==> src/rtl/channel_accumulator.sv <==
// Accumulates NUM_CHANNELS signed window sums plus a bias into one pixel, then shifts,
// optionally applies ReLU (define CHANNEL_ACC_RELU_EN) and saturates to OUT_WIDTH bits.
module channel_accumulator #(
  parameter int unsigned NUM_CHANNELS = 3,
  parameter int unsigned ACC_WIDTH    = 40,
  parameter int unsigned OUT_WIDTH    = 16,
  parameter int unsigned SHIFT        = 8
) (
  input  logic                 clk,
  input  logic                 rst_n,
  input  logic                 clear,
  input  logic                 in_valid,
  input  logic [31:0]          in_data,
  input  logic [31:0]          bias,
  output logic                 out_valid,
  output logic [OUT_WIDTH-1:0] out_data,
  output logic                 sat_flag,
  output logic                 busy
);

  localparam int unsigned CntW = (NUM_CHANNELS > 1) ? $clog2(NUM_CHANNELS) : 1;
  localparam logic [CntW-1:0] LastCnt = CntW'(NUM_CHANNELS - 1);
  localparam logic signed [ACC_WIDTH-1:0] OutMax =
    {{(ACC_WIDTH - OUT_WIDTH + 1){1'b0}}, {(OUT_WIDTH - 1){1'b1}}};
  localparam logic signed [ACC_WIDTH-1:0] OutMin =
    {{(ACC_WIDTH - OUT_WIDTH + 1){1'b1}}, {(OUT_WIDTH - 1){1'b0}}};

  logic [CntW-1:0]             cnt_q, cnt_d;
  logic signed [ACC_WIDTH-1:0] acc_q, acc_d;
  logic signed [ACC_WIDTH-1:0] sum_q, sum_d;
  logic                        fire_q, fire_d;
  logic [OUT_WIDTH-1:0]        out_data_q, out_data_d;
  logic                        out_valid_q;
  logic                        sat_q, sat_d;

  logic signed [ACC_WIDTH-1:0] data_ext, bias_ext, acc_base, shifted, act;

  // Stage 1: channel counting and group summation.
  always_comb begin
    data_ext = {{(ACC_WIDTH - 32){in_data[31]}}, in_data};
    bias_ext = {{(ACC_WIDTH - 32){bias[31]}}, bias};
    // Channel 0 starts from zero so a new group never inherits the old sum.
    acc_base = (cnt_q == '0) ? '0 : acc_q;
    cnt_d    = cnt_q;
    acc_d    = acc_q;
    sum_d    = sum_q;
    fire_d   = 1'b0;
    if (clear) begin
      cnt_d = '0;
      acc_d = '0;
    end else if (in_valid) begin
      if (cnt_q == LastCnt) begin
        sum_d  = acc_base + data_ext + bias_ext;
        fire_d = 1'b1;
        cnt_d  = '0;
        acc_d  = '0;
      end else begin
        acc_d = acc_base + data_ext;
        cnt_d = cnt_q + CntW'(1);
      end
    end
  end

  // Stage 2: shift, activation and saturation.
  always_comb begin
    shifted = sum_q >>> SHIFT;
    act     = shifted;
`ifdef CHANNEL_ACC_RELU_EN
    if (shifted[ACC_WIDTH-1]) begin
      act = '0;
    end
`endif
    out_data_d = out_data_q;
    sat_d      = 1'b0;
    if (fire_q) begin
      if (act > OutMax) begin
        out_data_d = OutMax[OUT_WIDTH-1:0];
        sat_d      = 1'b1;
      end else if (act < OutMin) begin
        out_data_d = OutMin[OUT_WIDTH-1:0];
        sat_d      = 1'b1;
      end else begin
        out_data_d = act[OUT_WIDTH-1:0];
      end
    end
  end

  always_ff @(posedge clk or negedge rst_n) begin
    if (!rst_n) begin
      cnt_q       <= '0;
      acc_q       <= '0;
      sum_q       <= '0;
      fire_q      <= 1'b0;
      out_data_q  <= '0;
      out_valid_q <= 1'b0;
      sat_q       <= 1'b0;
    end else begin
      cnt_q       <= cnt_d;
      acc_q       <= acc_d;
      sum_q       <= sum_d;
      fire_q      <= fire_d;
      out_data_q  <= out_data_d;
      out_valid_q <= fire_q;
      sat_q       <= sat_d;
    end
  end

  assign out_valid = out_valid_q;
  assign out_data  = out_data_q;
  assign sat_flag  = sat_q;
  assign busy      = (cnt_q != '0);

endmodule

==> config.mk <==
export PLATFORM = sky130hd
export DESIGN_NAME = channel_accumulator
export DESIGN_NICKNAME = d
export VERILOG_FILES = /design/src/rtl/channel_accumulator.sv
export SDC_FILE = /design/constraint.sdc
export NUM_CORES = 1
export LEC_CHECK = 0
export BUFFER_PORTS_ARGS = -buffer_cell sky130_fd_sc_hd__buf_4
export CORE_MARGIN = 5
export CORE_UTILIZATION = 65
export CTS_BUF_LIST = sky130_fd_sc_hd__clkbuf_4
export CTS_CLUSTER_DIAMETER = 80
export DETAILED_ROUTE_END_ITERATION = 10
export PLACE_DENSITY = 0.95
export SYNTH_ARGS = -nofsm -noshare
export SYNTH_HDL_FRONTEND = slang
export SYNTH_SLANG_ARGS = --single-unit
==> constraint.sdc <==
create_clock -name clk -period 13.5 [get_ports clk]
set_clock_uncertainty 0.15 [all_clocks]
set_input_delay 0.675 -clock clk [delete_from_list [all_inputs] [get_ports clk]]
set_output_delay 0.675 -clock clk [all_outputs]
set_load 0.02 [all_outputs]
# Yosys cells after proc, flatten, opt, wreduce, memory -nomap -nowiden
# Index checks and enable logic that the tools add are counted.
# word_totals
reg_bits,101
latch_bits,0
ram_bits,0
rom_bits,0
input_bits,68
out_inout_bits,19
wordCells,33
memories,0
# op_classes
n_addsub,3
multipliers,0
div,0
n_lt_le_gt_ge,2
eq_ne,1
n_shift,0
muxes,15
bitwise,1
n_reduce_logical,4
# ops
cell,count
2-to-1 mux 40 bit,4
adder 40 x 32 -> 40 bit,2
greater-than comparator 32 x 16 -> 1 bit (second input constant),1
less-than comparator 32 x 16 -> 1 bit (second input constant),1
2-to-1 mux 16 bit,2
2-to-1 mux 1 bit,6
2-to-1 mux 2 bit,3
nonzero test 2 bit,2
AND reduction 3 bit,1
adder 2 x 1 -> 2 bit (second input constant),1
equality test 2 bit (second input constant),1
logical NOT 2 bit,1
inverter 1 bit,1

# Logic depth before layout (Yosys ltp)
# Gate-level depths: netlist of run 1.
# logic_depth
depth_word,6
ltp_mapped,26

# Worst setup path before layout of run 1
# Ideal clock, no wire load.
# synth_timing
path_kind,register -> register
start,register cnt_q[1]
end,register sum_q[39]
setup_ps,124
arrival_time_ps,4845
t_required_ps,13226
slack_ps,8381
stages_incl_launch_ff,27
path_cell_list,dfrtp_1 nor2_1 inv_1 clkbuf_1 and2_1 ha_1 inv_1 fa_1 nor2b_1 o21ai_2 a21boi_2 o311ai_1 a31oi_1 a21o_1 a211oi_4 xnor2_1 ha_1 buf_2 a21o_1 a21o_2 a21oi_1 a21bo_2 a41oi_2 or4_1 and3_1 nor3_1 o31ai_2
# synth_via
elab_chain_len,4
# synth_lines
item,line,text
start: declaration,28,"logic [CntW-1:0] cnt_q, cnt_d;"
start signal: assignment,98,cnt_q <= cnt_d;
logical NOT 2 bit,43,acc_base = (cnt_q == '0) ? '0 : acc_q;
2-to-1 mux 40 bit,43,
adder 40 x 32 -> 40 bit (2 in a row),53,sum_d = acc_base + data_ext + bias_ext;
end signal: assignment,100,sum_q <= sum_d;
end: declaration,30,"logic signed [ACC_WIDTH-1:0] sum_q, sum_d;"
# Parallel ways exist; a longest one is shown, timed or not.
# A chain may end at the register's enable or synchronous reset.

# Worst setup path in the final report of run 1
# Same ends and word-level chain as after synthesis.

==> qor.csv, run 1 <==
stage,metric,value,unit
pwr,p_int,0.628,mW
clocking,cts_resized,0,
placement,place_area,8890,µm²
global_route,grt_util_all_layers,0.277,
floorplanning,start_util,0.657,
placement,numPlacedInstances,1180,
layout,finalNonFillerCells,1198,
pwr,seq_power_share,0.370,
pwr,p_sw_frac,0.406,
run_status,outcome,"complete, no violations",
synthesis,syn_area,8190,µm²
placement,gp_congestion,0.949,
timing,fmax,169,MHz
synthesis,ys_types,81,
global_route,antenna_found_initial,1,
synthesis,avgSynthCellArea,8.50,µm²
clocking,htreeDepth,3,
routing,drt-initial-drc-count,696,
flow_run,cap_violations,0,
synthesis,synthFlopType,dfrtp_1,
layout,fill_cells,950,
routing,detail-route-antenna-nets,0,
layout,stdcell_area,9080,µm²
worst_setup_path,path_class,flip-flop to flip-flop,
synthesis,syn-num-nets,1116,
worst_setup_path,r2r_cells,25,
routing,vias_per_cell,6.32,
timing,rsz0062_at_grt,no,
worst_setup_path,arrival,6.14,ns
routing,num_vias,7574,
clocking,cts_made_buffers,9,
clocking,clkTransAtPathRegs,0.15,ns
floorplanning,core_area,12500,µm²
placement,numPortBuffers,86,
routing,drc_errors,0,
floorplanning,die_height,122,µm
placement,detailed_place_hpwl,15.9,mm
timing,report.final.hold_viol_count,0,
timing,worstMarginPinSlew,1.22,ns
pwr,p_leak,4.45,nW
global_route,grt_overflow_total,0,
synthesis,ys_seq_area_frac,0.284,
clocking,cts.hold.buffers_added,1,
clocking,clk_latency,0.49,ns
timing,setup_viol_count_final,0,
floorplanning,ioPinCount,87,
clocking,clock-sinks,93,
worst_setup_path,required,13.71,ns
synthesis,async_flop_share,1.00,
synthesis,netlist_instances,964,
timing,fin_hold_ws,0.205,ns
pwr,p_switching,0.429,mW
global_route,grt_pass1_wl,33.2,mm
floorplanning,dieArea,14900,µm²
pwr,peakVddDrop,0.0000545,V
timing,post-route-period-util,0.440,
global_route,grt_pass1_vias,7110,
layout,utilization,0.728,
layout,synthToLayoutAreaGrowth,10.8,%
global_route,grt_start_max_net_pins,73,
pwr,power_density,116,nW/µm²
synthesis,ys_warn_count,0,
floorplanning,dieWidth,122,µm
routing,avgRoutedWirePerCell,17.0,µm
pwr,pwr-share-clk,0.172,
layout,fin_nets,1172,
clocking,cts_tree,done,
timing,drv_slew,0,
synthesis,synth-seq-cells,93,
clocking,clock_path_buffers,2,
synthesis,synth-edff-count,0,
routing,drt-total-wl,20.4,mm
routing,drtPass1Iterations,5,
min_path,hold_path_depth,2,
pwr,p_comb_frac,0.457,
floorplanning,num_rows,41,
clocking,cts_root_buf,clkbuf_4,
worst_setup_path,path_max_fanout,41,
worst_setup_path,cp-start-kind,flip-flop,
timing,fin_setup_tns,0,ns
min_path,hold_class,input port to flip-flop,
clocking,cts_setup_buffers,0,
layout,drive_above_1_share,0.144,
worst_setup_path,endpoint_kind,flip-flop,
timing,slew_headroom,0.179,
timing,fin_crit,5.93,ns
==> sequential cells by signal, summed over array words and instances, names as in the netlist <==
register / flops
acc_q: 40
sum_q: 32
out_data: 16
cnt_q: 2
fire_q: 1
out_valid: 1
sat_flag: 1
==> per-layer routing <==
| metal | GRT usage | wire [µm] |
|---|---|---|
| met1 | 0.368 | 8600 |
| met2 | 0.449 | 9370 |
| met3 | 0.0396 | 1650 |
| met4 | 0.125 | 772 |
| met5 | 0 | 0 |
==> metrics by stage <==
stage	total power, mW	setup WS, ns
3_3_place_gp	0.851	8.02
6_report	1.06	7.57
2_1_floorplan	0.726	8.38
4_1_cts	1.05	7.68
3_5_place_dp	0.872	7.71
5_1_grt	1.13	7.10
==> critical path: stages (launching register included) <==
cell	delay (ns)
dfrtp_1	0.45
nor2_1	0.15
inv_1	0.05
buf_4	0.24
and2_1	0.20
ha_1	0.20
inv_1	0.08
fa_1	0.21
nor2b_1	0.07
o21ai_2	0.15
a21boi_2	0.11
o311ai_1	0.39
a31oi_1	0.21
a21o_1	0.26
a211oi_4	0.39
xnor2_1	0.14
ha_1	0.42
a21o_1	0.20
a21o_2	0.19
a21oi_1	0.27
a21bo_2	0.20
a41oi_2	0.05
or4_1	0.49
and3_1	0.17
nor3_1	0.23
o31ai_2	0.11
==> cell usage in the layout, fill, tap and decap left out, drive strengths merged, types with 7 or more instances in the layout <==
cell type / n
dfrtp: 93
buf: 92
nand2: 88
a21oi: 85
ha: 83
o21ai: 75
inv: 50
nor2: 45
xnor2: 43
and2: 43
a21o: 42
a22o: 34
nand4: 32
o211ai: 23
o21bai: 22
xor2: 18
o21a: 16
nor3: 15
clkbuf: 10
and3: 9
o31ai: 9
nand3: 8
a31oi: 7
==> power by group through the flow <==
stage,registers (mW),clock network (mW),logic [mW]
final,0.392,0.182,0.483
after global routing,0.402,0.197,0.532
after detailed placement,0.397,0,0.475
after floorplan,0.417,0,0.309
after global placement,0.393,0,0.459
after CTS,0.391,0.184,0.477
==> cell usage after synthesis (3+ instances only) <==
master | instances | share of area
o21ai_0 | 67 | 0.041
ha_1 | 83 | 0.13
a21o_1 | 39 | 0.036
or2_1 | 3 | 0.0023
nor4_1 | 5 | 0.0038
clkbuf_1 | 39 | 0.018
a21bo_2 | 3 | 0.0037
nand2_1 | 88 | 0.040
o21ai_1 | 7 | 0.0043
and2_1 | 42 | 0.032
a211oi_1 | 4 | 0.0037
buf_2 | 4 | 0.0024
a21oi_1 | 83 | 0.051
and4_1 | 3 | 0.0032
nand2b_1 | 5 | 0.0038
nor3_1 | 15 | 0.0092
o211ai_1 | 22 | 0.020
xnor2_1 | 43 | 0.046
o21a_1 | 14 | 0.013
dfrtp_1 | 93 | 0.28
inv_1 | 49 | 0.022
a22o_1 | 34 | 0.036
nand3_1 | 8 | 0.0049
or4_1 | 3 | 0.0027
a211o_1 | 3 | 0.0032
nand4_1 | 32 | 0.024
a31oi_1 | 7 | 0.0053
and3_1 | 7 | 0.0053
a21o_2 | 3 | 0.0032
o31ai_1 | 7 | 0.0064
xor2_1 | 18 | 0.019
nor2b_1 | 5 | 0.0038
o21bai_1 | 20 | 0.018
nor2_1 | 45 | 0.021
==> cell families after synthesis <==
family,Yosys count,share of synthesized area
AOI/OAI and AO/OA,352,0.298
xor gates and xnor gates,61,0.0652
adders and majority gates,84,0.129
buffers and inverters,97,0.0490
muxes,4,0.00519
DFF,93,0.284
and+or+nand+nor,273,0.169
==> layout make-up <==
cell class	instances	area (µm²)	share of cell area
antenna	1	2.50	0.000276
clock buffer	10	75.1	0.00827
clock inverter	6	95.1	0.0105
inverter	49	184	0.0203
multi-input combinational	774	5480	0.603
sequential	93	2330	0.256
tap	172	215	0.0237
timing repair buffer	93	701	0.0772
==> path summary, 6_finish.rpt <==
path                          start         to  slack (ns)
setup / recovery           cnt_q[1]  sum_q[39]        7.57
hold / removal                clear   cnt_q[1]        0.20
setup reg to reg           cnt_q[1]  sum_q[39]        7.57
hold reg to reg            sum_q[8]   sum_q[8]        0.35
max in group asynchronous     rst_n  sum_q[24]       11.59
min in group asynchronous     rst_n  acc_q[16]        0.45
No activity file was read; power rests on OpenSTA's default activity.
==> run 2, diff against run 1 <==
--- a/config.mk
+++ b/config.mk
@@ -7,11 +7,11 @@
 export LEC_CHECK = 0
 export BUFFER_PORTS_ARGS = -buffer_cell sky130_fd_sc_hd__buf_4
 export CORE_MARGIN = 5
-export CORE_UTILIZATION = 65
+export CORE_UTILIZATION = 62
 export CTS_BUF_LIST = sky130_fd_sc_hd__clkbuf_4
 export CTS_CLUSTER_DIAMETER = 80
 export DETAILED_ROUTE_END_ITERATION = 10
-export PLACE_DENSITY = 0.95
+export PLACE_DENSITY = 0.93
 export SYNTH_ARGS = -nofsm -noshare
 export SYNTH_HDL_FRONTEND = slang
 export SYNTH_SLANG_ARGS = --single-unit
==> constraint.sdc (replaced) <==
create_clock -name clk -period 6 [get_ports clk]
set_clock_uncertainty 0.15 [all_clocks]
set_input_delay 0.3 -clock clk [delete_from_list [all_inputs] [get_ports clk]]
set_output_delay 0.3 -clock clk [all_outputs]
set_load 0.02 [all_outputs]
==> qor.csv, run 2 (synthesis results as in run 1) <==
stage,metric,value,unit
timing,fmax,176,MHz
floorplanning,num_rows,42,
timing,report.final.hold_viol_count,0,
run_status,outcome,"complete, no violations",
floorplanning,dieWidth,125,µm
clocking,htreeDepth,3,
placement,gp_congestion,0.925,
flow_run,cap_violations,0,
routing,detail-route-antenna-nets,0,
worst_setup_path,required,6.20,ns
clocking,clock_path_buffers,2,
timing,slew_headroom,0.373,
timing,fin_setup_tns,0,ns
layout,drive_above_1_share,0.148,
routing,drt-initial-drc-count,549,
layout,mostFrequentLayoutCell,buf_4,
routing,drc_errors,0,
floorplanning,die_height,125,µm
clocking,cts_made_buffers,9,
clocking,cts_root_buf,clkbuf_4,
worst_setup_path,regToRegSetupSlack,0.33,ns
global_route,grt_pass1_wl,33.5,mm
timing,rsz0062_at_grt,no,
worst_setup_path,endpoint_kind,flip-flop,
layout,final_cell_mix,"buf_4, dfrtp_1, nand2_1, a21oi_1, ha_1",
floorplanning,core_area,13100,µm²
routing,num_vias,7427,
floorplanning,start_util,0.626,
layout,regMostFlops,acc_q,
layout,fin_nets,1178,
layout,synthToLayoutAreaGrowth,11.6,%
global_route,grt_start_max_net_pins,75,
routing,vias_per_cell,6.15,
floorplanning,dieArea,15600,µm²
worst_setup_path,path_class,flip-flop to flip-flop,
clocking,cts_tree,done,
layout,utilization,0.699,
worst_setup_path,path_max_fanout,16,
layout,fill_cells,1041,
clocking,clkTransAtPathRegs,0.16,ns
clocking,clock-sinks,93,
timing,fin_hold_ws,0.0568,ns
placement,numPortBuffers,86,
pwr,power_density,259,nW/µm²
layout,multi_input_area,5480,µm²
global_route,grt_overflow_total,0,
worst_setup_path,r2r_cells,24,
pwr,peakVddDrop,0.000109,V
worst_setup_path,r2r-start,cnt_q[1],
routing,avgRoutedWirePerCell,16.7,µm
floorplanning,ioPinCount,87,
global_route,grt_pass1_vias,7023,
layout,final-seq-area,2330,µm²
global_route,grt_util_all_layers,0.255,
worst_setup_path,cp-start-kind,flip-flop,
min_path,hold_class,input port to async pin,
pwr,p_leak,4.47,nW
worst_setup_path,r2r-end,sum_q[39],
layout,largest_reg_flops,40,
timing,post-route-period-util,0.945,
placement,detailed_place_hpwl,15.8,mm
routing,drtPass1Iterations,5,
timing,fin_crit,5.67,ns
clocking,clk_latency,0.48,ns
timing,worstMarginPinSlew,0.941,ns
global_route,antenna_found_initial,0,
timing,drv_slew,0,
timing,setup_viol_count_final,0,
worst_setup_path,arrival,5.87,ns
routing,drt-total-wl,20.2,mm
==> run 2: cell types whose count changed in the layout (fill, tap and decap cells not counted) <==
cell,change
clkinvlp_4,+1
clkinv_4,-2
nor4_1,-1
clkbuf_4,-1
inv_6,+2
inv_2,+1
dlygate4sd3_1,+3
nor4_2,+1
inv_1,-1
buf_4,+3
==> run 2: worst max-delay path by stage <==
stage,from,endpoint,slack (ns),depth (start not counted)
final,cnt_q[1],sum_q[39],0.33,24
after detailed placement,cnt_q[1],sum_q[39],0.33,23
after global placement,cnt_q[1],sum_q[39],0.51,24
after floorplan,cnt_q[1],sum_q[39],0.88,26
after global routing,cnt_q[1],sum_q[38],0.005,23
after CTS,cnt_q[1],sum_q[39],0.25,23
==> run 2: per-stage QoR <==
step	power, mW	cells	worst slack (ns)	cell area, µm²
after CTS	2.37	1206	0.250	9130
final	2.37	1208	0.330	9140
after floorplan	1.63	964	0.881	8190
after detailed placement	1.96	1186	0.330	8910
after global placement	1.92	1186	0.512	8910
after global routing	2.54	1207	0.00460	9140
==> run 2: repair_timing <==
| item | 4_1_cts | 5_1_grt |
|---|---|---|
| resized for setup | 0 | 2 |
| buffers inserted | 0 | 1 |
| endpoints found under the hold margin | 21 | 0 |
| hold buffers | 4 | 0 |
| setup endpoints to repair | 0 | 5 |
==> run 2: layout make-up <==
type                       instances  share of cell area
tap                              176              0.0241
inverter                          49              0.0201
clock buffer                       9             0.00739
timing repair buffer              99              0.0824
multi-input combinational        774               0.600
antenna                            1            0.000274
clock inverter                     7              0.0112
sequential                        93               0.255
==> run 2: layer usage <==
metal  routed length (µm)  up-vias  track usage
met5                    0        -            0
met4                  572        0       0.0938
met3                 1130       44       0.0341
met2                 9200      257        0.409
met1                 9300     3460        0.356
li1                     -     3666            -
==> run 2: critical path: stages, from the launching register on <==
cell and delay [ns]:
dfrtp_1 0.44, nor2_1 0.18, inv_2 0.15, and2_1 0.19, ha_1 0.20, inv_1 0.07
fa_1 0.21, nor2b_1 0.07, o21ai_2 0.16, a21boi_2 0.10, o311ai_1 0.36, a31oi_1 0.22
a21oi_1 0.41, a21oi_1 0.18, xnor2_1 0.18, ha_1 0.43, nand2_1 0.14, nor4_2 0.34
nand4_1 0.14, o21a_1 0.25, a41oi_2 0.32, nand4_1 0.15, and3_1 0.20, nor3_1 0.18
o31ai_2 0.09
==> run 2: report_power, final <==
part           internal (mW)  switching (mW)
sequential             0.785          0.0976
combinational          0.457           0.627
clock                  0.174           0.229
==> run 3, diff against run 2 <==
==> constraint.sdc (replaced) <==
create_clock -name clk -period 5.7 [get_ports clk]
set_clock_uncertainty 0.15 [all_clocks]
set_input_delay 0.285 -clock clk [delete_from_list [all_inputs] [get_ports clk]]
set_output_delay 0.285 -clock clk [all_outputs]
set_load 0.02 [all_outputs]
==> qor.csv, run 3 (synthesis results as in run 1) <==
stage,metric,value,unit
timing,fin_hold_ws,0.00463,ns
timing,fmax,183,MHz
min_path,hold_end,acc_q[0],
routing,drc_errors,0,
clocking,clkTransAtPathRegs,0.16,ns
pwr,power_density,269,nW/µm²
min_path,hold_path_startpoint,in_data[0],
clocking,clk_latency,0.51,ns
routing,avgRoutedWirePerCell,18.1,µm
timing,drv_slew,0,
timing,finalWorstSetupSlack,0.232,ns
worst_setup_path,cp_top_family,compound AO/OA/AOI/OAI gates,
floorplanning,dieArea,15600,µm²
layout,mostFrequentLayoutCell,buf_4,
pwr,p_total,2.51,mW
worst_setup_path,r2r-end,sum_q[39],
floorplanning,core_area,13100,µm²
worst_setup_path,slowest_stage,or4_1,
layout,final_cell_mix,"buf_4, dfrtp_1, nand2_1, ha_1, a21oi_1",
placement,gp_congestion,0.918,
routing,drt-total-wl,22.0,mm
global_route,grt_start_max_net_pins,72,
floorplanning,dieWidth,125,µm
worst_setup_path,path_max_fanout,14,
layout,regMostFlops,acc_q,
worst_setup_path,r2r-start,cnt_q[1],
global_route,grt_pass1_wl,34.1,mm
pwr,p_leak,4.52,nW
flow_run,cap_violations,0,
routing,drt-initial-drc-count,837,
worst_setup_path,required,5.90,ns
worst_setup_path,arrival,5.67,ns
timing,post-route-period-util,0.959,
global_route,antenna_found_initial,1,
run_status,outcome,"complete, no violations",
worst_setup_path,path_cells,nor2_1 > inv_2 > buf_4 > and2_1 > ha_1 > a21o_1 > a21o_1 > a21oi_1 > or2_1 > a31oi_2 > a21o_1 > a211oi_4 > xnor2_1 > ha_1 > a21o_1 > a21o_2 > a21oi_2 > a21bo_2 > a41oi_4 > or4_1 > and3_1 > nor3_1 > o31ai_2,
clocking,cts_tree,done,
clocking,htreeDepth,3,
layout,largest_reg_flops,40,
worst_setup_path,path_class,flip-flop to flip-flop,
placement,detailed_place_hpwl,16.2,mm
clocking,cts_made_buffers,9,
routing,num_vias,7751,
worst_setup_path,cp_common_cell,a21o_1,
clocking,clock-sinks,93,
worst_setup_path,cp-startpoint,cnt_q[1],
worst_setup_path,endpoint_kind,flip-flop,
timing,worstMarginPinSlew,1.05,ns
routing,drtPass1Iterations,5,
routing,detail-route-antenna-nets,0,
worst_setup_path,r2r_cells,23,
global_route,grt_pass1_vias,7268,
worst_setup_path,critPathMaxStageDelay,0.49,ns
layout,drive_above_1_share,0.169,
routing,vias_per_cell,6.37,
global_route,grt_overflow_total,0,
floorplanning,start_util,0.626,
placement,numPortBuffers,86,
floorplanning,num_rows,42,
floorplanning,die_height,125,µm
floorplanning,ioPinCount,87,
worst_setup_path,regToRegSetupSlack,0.23,ns
pwr,peakVddDrop,0.000116,V
layout,synthToLayoutAreaGrowth,13.6,%
worst_setup_path,path_buf_inv,2,
layout,fin_nets,1186,
global_route,grt_util_all_layers,0.263,
min_path,hold_path_depth,3,
clocking,cts_root_buf,clkbuf_4,
worst_setup_path,cp-start-kind,flip-flop,
timing,slew_headroom,0.297,
timing,report.final.hold_viol_count,0,
timing,fin_crit,5.47,ns
placement,detailedPlace.worstSlack,0.0410,ns
clocking,clock_path_buffers,2,
min_path,hold_class,input port to flip-flop,
timing,setup_viol_count_final,0,
run 3: per-stage QoR:
stage / area, µm² / utilization / setup TNS, ns / std cells
after floorplan: 8190 / - / 0 / 964
after global placement: 8940 / 0.684 / 0 / 1190
after detailed placement: 8940 / 0.684 / 0 / 1190
after CTS: 9130 / 0.698 / 0 / 1210
after global routing: 9310 / 0.711 / -0.0649 / 1216
final: 9310 / 0.711 / 0 / 1216
run 3: worst max-delay path by stage:
stage                      endpoint  slack, ns  depth (start not counted)
final                     sum_q[39]       0.23                         23
after CTS                 sum_q[39]      0.007                         23
after global placement    sum_q[39]       0.30                         24
after floorplan           sum_q[39]       0.58                         26
after detailed placement  sum_q[39]       0.04                         23
after global routing      sum_q[39]      -0.06                         23
run 3: where the power goes:
part | internal (mW) | switching (mW)
Combinational | 0.496 | 0.687
Clock | 0.142 | 0.252
Sequential | 0.826 | 0.103
run 3: tightest hold or removal path: stages:
cell,delay [ns]
buf_4,0.08
ha_1,0.15
a22o_1,0.13
run 3: per-layer routing:
metal | vias up | track usage | routed length, µm
li1 | 3671 | - | -
met5 | - | 0 | 0
met3 | 86 | 0.0439 | 1700
met1 | 3604 | 0.348 | 9210
met2 | 390 | 0.428 | 10000
met4 | 0 | 0.116 | 1010
run 3: cell type report:
type | count | area (µm²)
multi-input combinational | 774 | 5610
fill | 976 | 3780
sequential | 93 | 2330
timing repair buffer | 107 | 813
tap | 176 | 220
inverter | 49 | 184
clock buffer | 10 | 75.1
clock inverter | 6 | 71.3
antenna | 1 | 2.50
run 3: timing repair:
item                       in CTS  in global routing
setup buffers                   0                  5
hold endpoints to repair       24                  0
hold buffers                    4                  0
resized for setup               0                 23
setup endpoints to repair       0                 16
